### config.mk
export PLATFORM = sky130hd
export DESIGN_NAME = capture_sequencer
export DESIGN_NICKNAME = d
export VERILOG_FILES = /design/src/rtl/capture_pkg.sv /design/src/rtl/rsp_stage.sv /design/src/rtl/capture_sequencer.sv
export SDC_FILE = /design/constraint.sdc
export NUM_CORES = 1
export LEC_CHECK = 0
export ABC_CLOCK_PERIOD_IN_PS = 3620
export CORE_MARGIN = 1.5
export CORE_UTILIZATION = 35
export CTS_CLUSTER_DIAMETER = 100
export CTS_CLUSTER_SIZE = 8
export DETAILED_ROUTE_END_ITERATION = 8
export DONT_BUFFER_PORTS = 1
export GPL_ROUTABILITY_DRIVEN = 1
export PLACE_DENSITY_LB_ADDON = 0.15
export SYNTH_ARGS = -nofsm -noshare
export SYNTH_HDL_FRONTEND = slang
export SYNTH_SLANG_ARGS = --single-unit
export TNS_END_PERCENT = 20
### constraint.sdc
create_clock -name clk -period 3.62 [get_ports clk]
set_input_delay 0.905 -clock clk [delete_from_list [all_inputs] [get_ports clk]]
set_output_delay 0.905 -clock clk [all_outputs]
set_load 0.02 [all_outputs]
### src/rtl/capture_pkg.sv
`default_nettype none
// ============================================================================
//  Module      : capture_pkg
//  Description : Shared opcodes, command FSM states and pad default for the
//                capture sequencer.
//  Revision    : 1.0 - initial release
// ============================================================================
package capture_pkg;

    localparam logic [7:0] c_op_start  = 8'h01;
    localparam logic [7:0] c_op_stop   = 8'h02;
    localparam logic [7:0] c_op_status = 8'h03;
    localparam logic [7:0] c_op_read   = 8'h04;

    localparam logic [7:0] c_pad_byte  = 8'h00;

    typedef enum logic [1:0] {
        ST_IDLE = 2'd0,
        ST_LEN  = 2'd1,
        ST_STAT = 2'd2,
        ST_READ = 2'd3
    } state_t;

endpackage
`default_nettype wire

### src/rtl/rsp_stage.sv
`default_nettype none
// ============================================================================
//  Module      : rsp_stage
//  Description : Single-entry valid/ready holding register for response bytes.
//  Revision    : 1.0 - initial release
// ============================================================================
module rsp_stage (
    input  logic       clk,
    input  logic       rst_n,
    input  logic       i_load,
    input  logic [7:0] i_load_byte,
    output logic       o_can_load,
    output logic       o_rsp_valid,
    output logic [7:0] o_rsp_byte,
    input  logic       i_rsp_ready
);

    logic       r_valid;
    logic [7:0] r_byte;

    // Byte only changes when empty or being accepted, so it is stable while held.
    always_ff @(posedge clk or negedge rst_n) begin
        if (!rst_n) begin
            r_valid <= 1'b0;
            r_byte  <= 8'h00;
        end else if (i_load) begin
            r_valid <= 1'b1;
            r_byte  <= i_load_byte;
        end else if (r_valid && i_rsp_ready) begin
            r_valid <= 1'b0;
        end
    end

    assign o_can_load  = !r_valid || i_rsp_ready;
    assign o_rsp_valid = r_valid;
    assign o_rsp_byte  = r_byte;

endmodule
`default_nettype wire

### src/rtl/capture_sequencer.sv
`default_nettype none
// ============================================================================
//  Module      : capture_sequencer
//  Description : SPI command decoder controlling microphone capture, status
//                reporting and FIFO read bursts.
//  Revision    : 1.0 - initial release
// ============================================================================
module capture_sequencer #(
    parameter int unsigned FILL_W   = 16,
    parameter logic [7:0]  PAD_BYTE = capture_pkg::c_pad_byte
) (
    input  logic              clk,
    input  logic              rst_n,
    input  logic              cmd_valid,
    input  logic [7:0]        cmd_byte,
    output logic              rsp_valid,
    output logic [7:0]        rsp_byte,
    input  logic              rsp_ready,
    output logic              capture_en,
    output logic              fifo_rd_en,
    input  logic [7:0]        fifo_rd_data,
    input  logic              fifo_empty,
    input  logic              fifo_full,
    input  logic [FILL_W-1:0] fifo_count,
    output logic              overflow,
    output logic [1:0]        status_led
);
    import capture_pkg::*;

    state_t      r_state;
    state_t      w_state_next;
    logic        r_capture_en;
    logic        r_overflow;
    logic        r_err;
    logic [8:0]  r_remaining;
    logic        r_pending;
    logic        r_pad;
    logic [1:0]  r_stat_ld;
    logic [1:0]  r_stat_acc;
    logic [15:0] r_count_snap;
    logic [15:0] w_count_ext;

    logic        w_can_load;
    logic        w_accept;
    logic        w_load;
    logic [7:0]  w_load_byte;
    logic        w_decide;
    logic        w_cmd_start;
    logic        w_cmd_stop;
    logic        w_cmd_status;
    logic        w_cmd_illegal;
    logic        w_stat_clr;
    logic        w_ovf_set;
    logic        w_ovf_clr;

    always_comb begin
        w_count_ext                = '0;
        w_count_ext[FILL_W-1:0]    = fifo_count;
    end

    assign w_accept   = rsp_valid && rsp_ready;
    assign w_stat_clr = (r_state == ST_STAT) && w_accept && (r_stat_acc == 2'd0);
    assign w_ovf_set  = r_capture_en && fifo_full;
    assign w_ovf_clr  = w_cmd_start || w_stat_clr;

    always_comb begin
        w_state_next  = r_state;
        w_cmd_start   = 1'b0;
        w_cmd_stop    = 1'b0;
        w_cmd_status  = 1'b0;
        w_cmd_illegal = 1'b0;
        w_load        = 1'b0;
        w_load_byte   = 8'h00;
        w_decide      = 1'b0;
        fifo_rd_en    = 1'b0;
        case (r_state)
            ST_IDLE: begin
                if (cmd_valid) begin
                    case (cmd_byte)
                        c_op_start:  w_cmd_start = 1'b1;
                        c_op_stop:   w_cmd_stop  = 1'b1;
                        c_op_status: begin
                            w_cmd_status = 1'b1;
                            w_state_next = ST_STAT;
                        end
                        c_op_read:   w_state_next = ST_LEN;
                        default:     w_cmd_illegal = 1'b1;
                    endcase
                end
            end
            ST_LEN: begin
                if (cmd_valid) begin
                    w_state_next = ST_READ;
                end
            end
            ST_STAT: begin
                if ((r_stat_ld != 2'd3) && w_can_load) begin
                    w_load = 1'b1;
                    case (r_stat_ld)
                        2'd0:    w_load_byte = {5'b0, r_err, r_overflow, r_capture_en};
                        2'd1:    w_load_byte = r_count_snap[15:8];
                        default: w_load_byte = r_count_snap[7:0];
                    endcase
                end
                if (w_accept && (r_stat_acc == 2'd2)) begin
                    w_state_next = ST_IDLE;
                end
            end
            ST_READ: begin
                // A pop is only decided once the stage is sure to be free when its data lands.
                if (r_pending) begin
                    w_load      = 1'b1;
                    w_load_byte = r_pad ? PAD_BYTE : fifo_rd_data;
                end else if ((r_remaining != 9'd0) && w_can_load) begin
                    w_decide   = 1'b1;
                    fifo_rd_en = !fifo_empty;
                end else if ((r_remaining == 9'd0) && w_accept) begin
                    w_state_next = ST_IDLE;
                end
            end
            default: w_state_next = ST_IDLE;
        endcase
    end

    always_ff @(posedge clk or negedge rst_n) begin
        if (!rst_n) begin
            r_state      <= ST_IDLE;
            r_capture_en <= 1'b0;
            r_overflow   <= 1'b0;
            r_err        <= 1'b0;
            r_remaining  <= 9'd0;
            r_pending    <= 1'b0;
            r_pad        <= 1'b0;
            r_stat_ld    <= 2'd0;
            r_stat_acc   <= 2'd0;
            r_count_snap <= 16'h0000;
        end else begin
            r_state <= w_state_next;

            if (w_cmd_start) begin
                r_capture_en <= 1'b1;
            end else if (w_cmd_stop) begin
                r_capture_en <= 1'b0;
            end

            if (w_ovf_set) begin
                r_overflow <= 1'b1;
            end else if (w_ovf_clr) begin
                r_overflow <= 1'b0;
            end

            if (w_cmd_illegal) begin
                r_err <= 1'b1;
            end else if (w_stat_clr) begin
                r_err <= 1'b0;
            end

            if (w_cmd_status) begin
                r_count_snap <= w_count_ext;
                r_stat_ld    <= 2'd0;
                r_stat_acc   <= 2'd0;
            end else if (r_state == ST_STAT) begin
                if (w_load) begin
                    r_stat_ld <= r_stat_ld + 2'd1;
                end
                if (w_accept) begin
                    r_stat_acc <= r_stat_acc + 2'd1;
                end
            end

            if ((r_state == ST_LEN) && cmd_valid) begin
                r_remaining <= (cmd_byte == 8'h00) ? 9'd256 : {1'b0, cmd_byte};
            end else if (w_decide) begin
                r_remaining <= r_remaining - 9'd1;
            end

            if (w_decide) begin
                r_pending <= 1'b1;
                r_pad     <= fifo_empty;
            end else begin
                r_pending <= 1'b0;
            end
        end
    end

    rsp_stage u_rsp_stage (
        .clk         (clk),
        .rst_n       (rst_n),
        .i_load      (w_load),
        .i_load_byte (w_load_byte),
        .o_can_load  (w_can_load),
        .o_rsp_valid (rsp_valid),
        .o_rsp_byte  (rsp_byte),
        .i_rsp_ready (rsp_ready)
    );

    assign capture_en = r_capture_en;
    assign overflow   = r_overflow;
    assign status_led = {r_overflow, r_capture_en};

endmodule
`default_nettype wire

==> impl_summary.md, run 1 <==
Status
The run finished with clean final reports.

Logic synthesis
The synthesized area per cell is 10.83 um^2. The post-synthesis instance area is 2285 um^2. The number of nets handed over by synthesis was 255.

The number of flops mapped to enable cells by yosys is 0. For this run, the leading register cell type out of synthesis is sky130_fd_sc_hd__dfrtp_1. Sequential elements use 49.29% of the synthesized area.

The number of warnings reported in the yosys synthesis log is 0. The post-synthesis sequential element count is 45. The synthesized netlist contains 52 unique library cells. For this run, asynchronously set or reset flops after synthesis account for 100.0%. The count of mapped cells out of synthesis is 211.

Drt
After detailed routing, the wire length on met1 is 2457 um. The violation count after the first detailed-routing iteration is 92. The final routed wirelength across all metal layers is 5368 um.

The met3 wire length is 300 um. The first TritonRoute pass finished after 5 iterations. The number of DRC violations after detailed routing is 0.

The sum of met2 wire segment lengths after detailed routing is 2548 um. Detailed routing inserted a total of 1,616 vias. The count of nets left with antenna violations after detail routing is 0. The routed wirelength normalized by instance count is 18.90 um. Dividing the detail-routed via count by the number of cells gives 5.690. Routed signal wires occupy layers up through met4.

Setup path
The number of cells on the worst reg-to-reg path is 4. The start point of the critical path is r_remaining[0]. The worst setup path is of the reg -> out kind. The delay contributed by the slowest stage of the critical path is 520 ps.

The kind of capture point of the worst setup path is an output port. The master of the slowest instance on the critical path is sky130_fd_sc_hd__or3b_2. In this run the critical register-to-register path is launched from u_rsp_stage.o_rsp_valid. Following the worst setup path forward leads to its endpoint at fifo_rd_en.

At the worst endpoint, the required time is 2710 ps. The critical path startpoint category is a flop. The critical path goes through inv_1, ha_1, or3b_2, nor3_2, or2_1, nor2_1.

The maximum fanout count along the critical path is 6. The worst-case register-to-register setup slack is 1340 ps. At the worst endpoint, the arrival time is 2180 ps. The capturing point of the worst reg2reg path is u_rsp_stage.o_rsp_byte[6].

Run
Max-cap violations in this run came to 0.

Floorplanning
The vertical die dimension is 83.80 um. The die covers 7022 um^2. In this run the count of I/O pins placed on the die edge is 52.

The overall die width is 83.80 um. The region available for standard cell placement spans 6314 um^2. The count of standard-cell rows is 29. The initial core utilization is 36.19%.

STA
The count of endpoints failing setup in the final report is 0. The final critical-path share of the clock period is 85.19%. Setup repair after global routing left no endpoint under its margin. For the pin with the worst max-slew slack, the measured transition is 569.7 ps.

The number of hold-slack violations in the final timing report was 0. The final sum of negative setup slack is 0 ps. The headroom to the max-slew limit is 61.88%. Timing would allow up to 0.3243 GHz. After layout, the minimum clock period comes to 3084 ps. The final max-slew violation count was 0. Clock skew on the completed layout was measured at 8.369 ps.

Global route
The pin count of the biggest net entering global routing is 46. The initial antenna violation count came to 0. The global-route wire length before repair is 9073 um. The total overflow left after global routing is 0. The number of global-route vias before repair is 1,705. The global-route usage over all layers is 16.44%.

CTS
Post-CTS timing repair inserted 0 buffers for setup. Counting the buffers created by CTS gives 5. The H-tree was split into 2 levels. After clock tree synthesis, the repair step resized 0 gates. TritonCTS built the clock tree. CTS saw 45 sinks. The worst-case clock buffer depth is 2. The quantity of hold-fixing buffers added after cts is 0. The cell at the root of the clock tree is sky130_fd_sc_hd__clkbuf_8.

The register clock-pin slew on the reported worst setup and hold paths is 90 ps. For the worst-skew pair, the clock arrives at the later sink with an insertion delay of 300 ps.

Pwr
Dividing total power by cell area gives a power density of 564.5 nW/um^2. The standby leakage power is 0.001065 uW. Across the VDD grid, the largest voltage drop is 208.5 uV.

Placement
The weighted congestion at the end of routability-driven global placement is 0.8063. Port buffering added 0 buffers. The HPWL after detailed placement is 3945 um.

Finish
The area growth from synthesis to final layout is 5.969%. The number of inserted filler cells in the final layout is 649. Cells fill 38.35% of the core in the end. Cells with a size suffix above 1 make up 16.43% of the layout. The net total in the final layout is 250. The number of antenna diodes in the final layout is 0.

Worst hold path
The classification of the worst-slack hold path is in -> async.
[cells in the mapped netlist (2+ instances only)]
cell                        n  area (um^2)
sky130_fd_sc_hd__and2_1     2        12.51
sky130_fd_sc_hd__or4_1      3        22.52
sky130_fd_sc_hd__or3_1      2        12.51
sky130_fd_sc_hd__nand2b_1   3        18.77
sky130_fd_sc_hd__dfrtp_1   45         1126
sky130_fd_sc_hd__nor2b_1    3        18.77
sky130_fd_sc_hd__mux2_2    16        180.2
sky130_fd_sc_hd__clkbuf_1   6        22.52
sky130_fd_sc_hd__o21ai_0    3        15.01
sky130_fd_sc_hd__o311ai_0   2        17.52
sky130_fd_sc_hd__a31oi_1    2        12.51
sky130_fd_sc_hd__nand3_1    4        20.02
sky130_fd_sc_hd__a21oi_1    6        30.03
sky130_fd_sc_hd__a32o_1     2        20.02
sky130_fd_sc_hd__xnor2_1    3        26.28
sky130_fd_sc_hd__buf_2      3        15.01
sky130_fd_sc_hd__a221o_1    8        80.08
sky130_fd_sc_hd__or2_2      3        18.77
sky130_fd_sc_hd__nor3_1     3        15.01
sky130_fd_sc_hd__inv_1     12        45.04
sky130_fd_sc_hd__nor2_1    17        63.81
sky130_fd_sc_hd__o211ai_1   5        37.54
sky130_fd_sc_hd__nand2_1   15        56.30
sky130_fd_sc_hd__ha_1       6        75.07
sky130_fd_sc_hd__a22oi_1    8        60.06
sky130_fd_sc_hd__buf_4      3        22.52
[report_power, final]
part | leakage (uW) | switching, uW | internal, uW
clock | 0.0000481 | 186 | 137
sequential | 0.000575 | 118 | 598
combinational | 0.000441 | 180 | 147
[state kept, by name (all words and copies together), names as in the netlist, 2 cells and up]
register and cells:
r_count_snap 16, u_rsp_stage.o_rsp_byte 8, r_state 2, r_stat_acc 2, r_remaining 9, r_stat_ld 2
[worst max-delay path: cells and delay by family (launching register included)]
kind / cells / cell delay, ps
flip-flops: 1 / 420
AND/OR/NAND/NOR: 4 / 1220
adder cells (fa/ha/maj): 1 / 160
buffers and inverters: 1 / 70
[layout by cell type (no fill, tap or decap), types with 3 or more instances in the layout]
cell and instances:
sky130_fd_sc_hd__a21oi_1 6, sky130_fd_sc_hd__a221o_1 8, sky130_fd_sc_hd__a22oi_1 8, sky130_fd_sc_hd__clkbuf_8 5
sky130_fd_sc_hd__dfrtp_1 45, sky130_fd_sc_hd__ha_1 6, sky130_fd_sc_hd__inv_1 12, sky130_fd_sc_hd__mux2_2 16
sky130_fd_sc_hd__nand2_1 15, sky130_fd_sc_hd__nand2b_1 3, sky130_fd_sc_hd__nand3_1 4, sky130_fd_sc_hd__nor2_1 17
sky130_fd_sc_hd__nor2b_1 3, sky130_fd_sc_hd__o211ai_1 5, sky130_fd_sc_hd__o21ai_0 3, sky130_fd_sc_hd__or2_2 3
sky130_fd_sc_hd__or4_1 3, sky130_fd_sc_hd__xnor2_1 3
[through the flow]
stage | hold WS, ps | total power (uW) | cells | setup WS, ps | area, um^2
floorplan | 464.9 | 958.1 | 211 | 657.4 | 2285
global placement | 493.4 | 1039 | 276 | 707.5 | 2330
detailed placement | 491.0 | 1052 | 276 | 679.9 | 2330
CTS | 273.5 | 1379 | 284 | 532.3 | 2421
global route | 263.5 | 1458 | 284 | 404.8 | 2421
finish | 285.4 | 1367 | 284 | 536.3 | 2421
[how the worst min path moves through the flow]
| stage | start | end | slack, ps | cells after the start |
|---|---|---|---|---|
| after detailed placement | r_err | r_err | 490 | 1 |
| final | rst_n | r_remaining[5] | 290 | 0 |
| after global placement | r_count_snap[0] | r_count_snap[0] | 490 | 1 |
| after global routing | rst_n | r_count_snap[8] | 260 | 0 |
| after floorplan | r_pad | r_pad | 460 | 1 |
| after CTS | rst_n | u_rsp_stage.o_rsp_byte[7] | 270 | 0 |
[layer usage]
metal  up-vias  GRT usage, %
met1       806         23.36
met5         -             0
met4         0         4.620
met2        46         24.78
met3         6         4.352
li1        758             -
[layout make-up]
| cell class | count | area, um^2 | share of cell area [%] |
|---|---|---|---|
| repair buffers | 1 | 7.507 | 0.3101 |
| clock inverters | 3 | 22.52 | 0.9302 |
| clock buffers | 5 | 68.82 | 2.842 |
| well taps | 77 | 96.34 | 3.979 |
| flip-flops and latches | 45 | 1126 | 46.51 |
| inverters | 12 | 45.04 | 1.860 |
| multi-input cells | 141 | 1055 | 43.57 |
[kinds of logic (layout without fill, tap and decap cells)]
logic type	Yosys count	after routing	synth area share, %
AO/OA/AOI/OAI	47	47	16.10
XOR/XNOR	3	3	1.150
adder cells (fa/ha/maj)	6	6	3.286
buffers and inverters	25	21	4.764
flip-flops	45	45	49.29
multiplexers	18	18	8.817
AND/OR/NAND/NOR	67	67	16.59
Power figures use the tool's default switching activity.
==> inputs of run 2 (changes only) <==
--- a/config.mk
+++ b/config.mk
@@ -5,9 +5,10 @@
 export SDC_FILE = /design/constraint.sdc
 export NUM_CORES = 1
 export LEC_CHECK = 0
+export ABC_AREA = 1
 export ABC_CLOCK_PERIOD_IN_PS = 3620
 export CORE_MARGIN = 1.5
-export CORE_UTILIZATION = 35
+export CORE_UTILIZATION = 53
 export CTS_CLUSTER_DIAMETER = 100
 export CTS_CLUSTER_SIZE = 8
 export DETAILED_ROUTE_END_ITERATION = 8
==> impl_summary.md, run 2 <==
Status
The run finished with clean final reports.

Finish
The most frequent standard cell in the layout excluding fill and tap cells is sky130_fd_sc_hd__nand2_1. Ranked by flip-flop count, first place goes to r_count_snap. In the layout the commonest cells are 119 x sky130_fd_sc_hd__nand2_1, 45 x sky130_fd_sc_hd__inv_1, 45 x sky130_fd_sc_hd__dfrtp_1. The post-layout instance area is 2571 um^2 (+6.2%). The flip-flop count of the largest register, all copies and words added came to 16 (unchanged). The area used by sequential logic in the layout was 1126 um^2 (unchanged).

Compared with the post-synthesis result, the final layout area differs by 5.169%. The number of inserted filler cells in the final layout is 432 (-33%). The net total in the final layout is 369 (+48%).

The count of antenna diodes in the layout came to 0 (unchanged). The multi-input combinational cell area was 1085 um^2 (+2.8%). The proportion of layout cells with a drive suffix above 1 is 6.442% (-10 points).

CTS
The number of sinks driven by the clock tree is 45 (unchanged). TritonCTS built the clock tree. The clock buffer count from CTS came to 5 (unchanged).

The clock latency on the worst-skew pair came to 300 ps (about the same). The worst-case clock buffer depth is 2 (unchanged). The cell at the root of the clock tree is sky130_fd_sc_hd__clkbuf_8. The quantity of gates resized following cts was 0 (unchanged). The quantity of hold-fixing buffers added after cts came to 0 (unchanged). The register clock-pin slew on the reported worst setup and hold paths was 90 ps (about the same). The number of buffers added for setup after CTS is 0 (unchanged). The number of H-tree branching levels is 2 (unchanged).

Placement
The HPWL after detailed placement was 3756 um (-4.8%). The count of input and output buffers is 0 (unchanged). The worst slack at placement is 1049 ps (+369.3 ps).

The post-place instance area is 2460 um^2 (+5.6%). The weighted congestion at the end of routability-driven global placement was 0.8762 (+8.7%).

Logic synthesis
The prevailing post-synth register cell is sky130_fd_sc_hd__dfrtp_1. The synthesized area per cell came to 7.546 um^2 (-30%). The post-synthesis instance area is 2445 um^2 (+7.0%). sky130_fd_sc_hd__nand2_1 is the most common cell in the netlist. The cell type contributing the most total cell area after synthesis is sky130_fd_sc_hd__dfrtp_1. Yosys attributes the largest share of cell area to sky130_fd_sc_hd__dfrtp_1 46%, sky130_fd_sc_hd__nand2_1 18%, sky130_fd_sc_hd__inv_1 6.9%. Ranked by instance count, the synthesized netlist is headed by 119 x sky130_fd_sc_hd__nand2_1, 45 x sky130_fd_sc_hd__dfrtp_1, 45 x sky130_fd_sc_hd__inv_1. The number of warnings reported in the yosys synthesis log was 0 (unchanged). The number of flops mapped to enable cells by yosys is 0 (unchanged). The number of distinct library cells after synthesis came to 27 (-48%). The share of synthesized flip-flops with an asynchronous set or reset is 100.0% (unchanged). The sequential share of the synthesized area was 46.06% (-3.2 points). The proportion of netlist area held by the largest area contributor is 46.06% (-3.2 points).

The count of mapped cells out of synthesis is 324 (+54%). The post-synthesis sequential element count is 45 (unchanged). The number of nets in the synthesized netlist is 368 (+44%).

Drt
The final routed wirelength across all metal layers is 5081 um (-5.3%). The violation count after the first detailed-routing iteration is 79 (-14%). The average vias per placed instance is 5.153 (-9.4%). The number of detailed-route iterations in the first pass was 4 (-1). The routed via count is 1,948 (+21%). The number of DRC violations after detailed routing came to 0 (unchanged). The count of nets left with antenna violations after detail routing came to 0 (unchanged). The routed wirelength normalized by instance count is 13.44 um (-29%).

Setup path
The critical path startpoint category is a flop. The kind of capture point of the worst setup path is an output port. The classification of the worst setup path is reg -> out. The maximum fanout count along the critical path is 7 (+1). The worst-case register-to-register setup slack was 1880 ps (+540 ps). The data arrival time of the critical path is 1710 ps (-470 ps). The critical path data required time is 2710 ps (about the same).

Floorplanning
The area of the die came to 5030 um^2 (-28%). The initial core utilization is 55.76% (+20 points). The overall die width is 70.92 um (-15%). The area of the core was 4384 um^2 (-31%).

The vertical die dimension was 70.92 um (-15%). The boundary pin count came to 52 (unchanged). The count of standard-cell rows was 24 (-17%).

Global route
The number of global-route vias before repair is 1,850 (+8.5%). The global-route wire length before repair is 8273 um (-8.8%). The initial antenna violation count is 0 (unchanged). The global-route usage over all layers is 21.09% (+4.6 points). The pin count of the biggest net entering global routing is 46 (unchanged). The total grt overflow came to 0 (unchanged).

Run
The max capacitance violation total was 0 (unchanged).

Pwr
The post-layout total power came to 1758 uW (+29%). The standby leakage power is 0.001359 uW (+28%). The worst voltage drop across the vdd grid came to 362.2 uV (+74%). The power density of the placed cells came to 683.7 nW/um^2 (+21%).

Worst hold path
In this run the worst hold path is classified as in -> async.

STA
The final hold slack is 288.1 ps (+2.733 ps). The final critical-path share of the clock period was 72.23% (-13 points). The headroom to the max-slew limit is 63.74% (+1.9 points). The worst-case clock skew is 11.52 ps (+3.151 ps). The count of endpoints failing setup in the final report was 0 (unchanged). The transition time of the tightest slew-check pin is 542.6 ps (-27.15 ps). The final max-slew violation count came to 0 (unchanged). The number of hold-slack violations in the final timing report is 0 (unchanged).

The final critical delay including setup and external delays came to 2615 ps (-469.0 ps). The upper clock frequency limit was 0.3824 GHz (+18%). The final sum of negative setup slack is 0 ps (unchanged). Setup repair after global routing left no endpoint under its margin. The worst path setup slack after routing is 1005 ps (+469.0 ps).
## run 2: critical path, stage by stage (launching register included)
cell	delay, ps
sky130_fd_sc_hd__dfrtp_1	350
sky130_fd_sc_hd__inv_1	80
sky130_fd_sc_hd__ha_1	260
sky130_fd_sc_hd__nand2_1	120
sky130_fd_sc_hd__nor2_2	60
sky130_fd_sc_hd__nand2_1	60
sky130_fd_sc_hd__nand2_2	110
sky130_fd_sc_hd__nor2_1	370
## run 2: cell type report
class,instances,share of cell area (%)
multi-input combinational,224,42.19
clock buffer,6,2.822
tap,52,2.530
clock inverter,2,1.509
sequential,45,43.80
inverter,49,7.153
## run 2: path summary, 6_finish.rpt
check | startpoint | to | cells past startpoint
setup / recovery | r_remaining[0] | fifo_rd_en | 7
setup reg to reg | r_state[0] | r_count_snap[8] | 6
hold reg to reg | r_count_snap[9] | r_count_snap[9] | 2
hold / removal | rst_n | r_count_snap[2] | 0
min in group clk | r_count_snap[9] | r_count_snap[9] | 2
max in group asynchronous | rst_n | r_remaining[0] | 0
## run 2: report_power, final
group	leakage [uW]	switching (uW)	internal (uW)
clock	0.0000554	172	207
combinational	0.000768	393	220
sequential	0.000536	145	621
## run 2: per-stage QoR
stage,utilization (%),cells
detailed placement,56.11,370
global route,58.65,378
finish,58.65,378
global placement,56.11,370
CTS,58.65,378
floorplan,-,324
## run 2: routing by layer
metal  vias up  global-route usage (%)  share of wire, %
met1       888                   27.49                46
met3         4                   4.131               5.2
met4         0                   6.918              0.85
met2        44                   35.51                48
li1       1012                       -                 -
met5         -                       0                 0
## run 2: kinds of logic after synthesis
family	count (synthesis)	share of synthesized area, %
buffers and inverters	55	9.570
xor gates and xnor gates	6	2.149
AOI/OAI and AO/OA	38	9.059
DFF	45	46.06
adders and majority gates	6	3.071
and+or+nand+nor	174	30.09
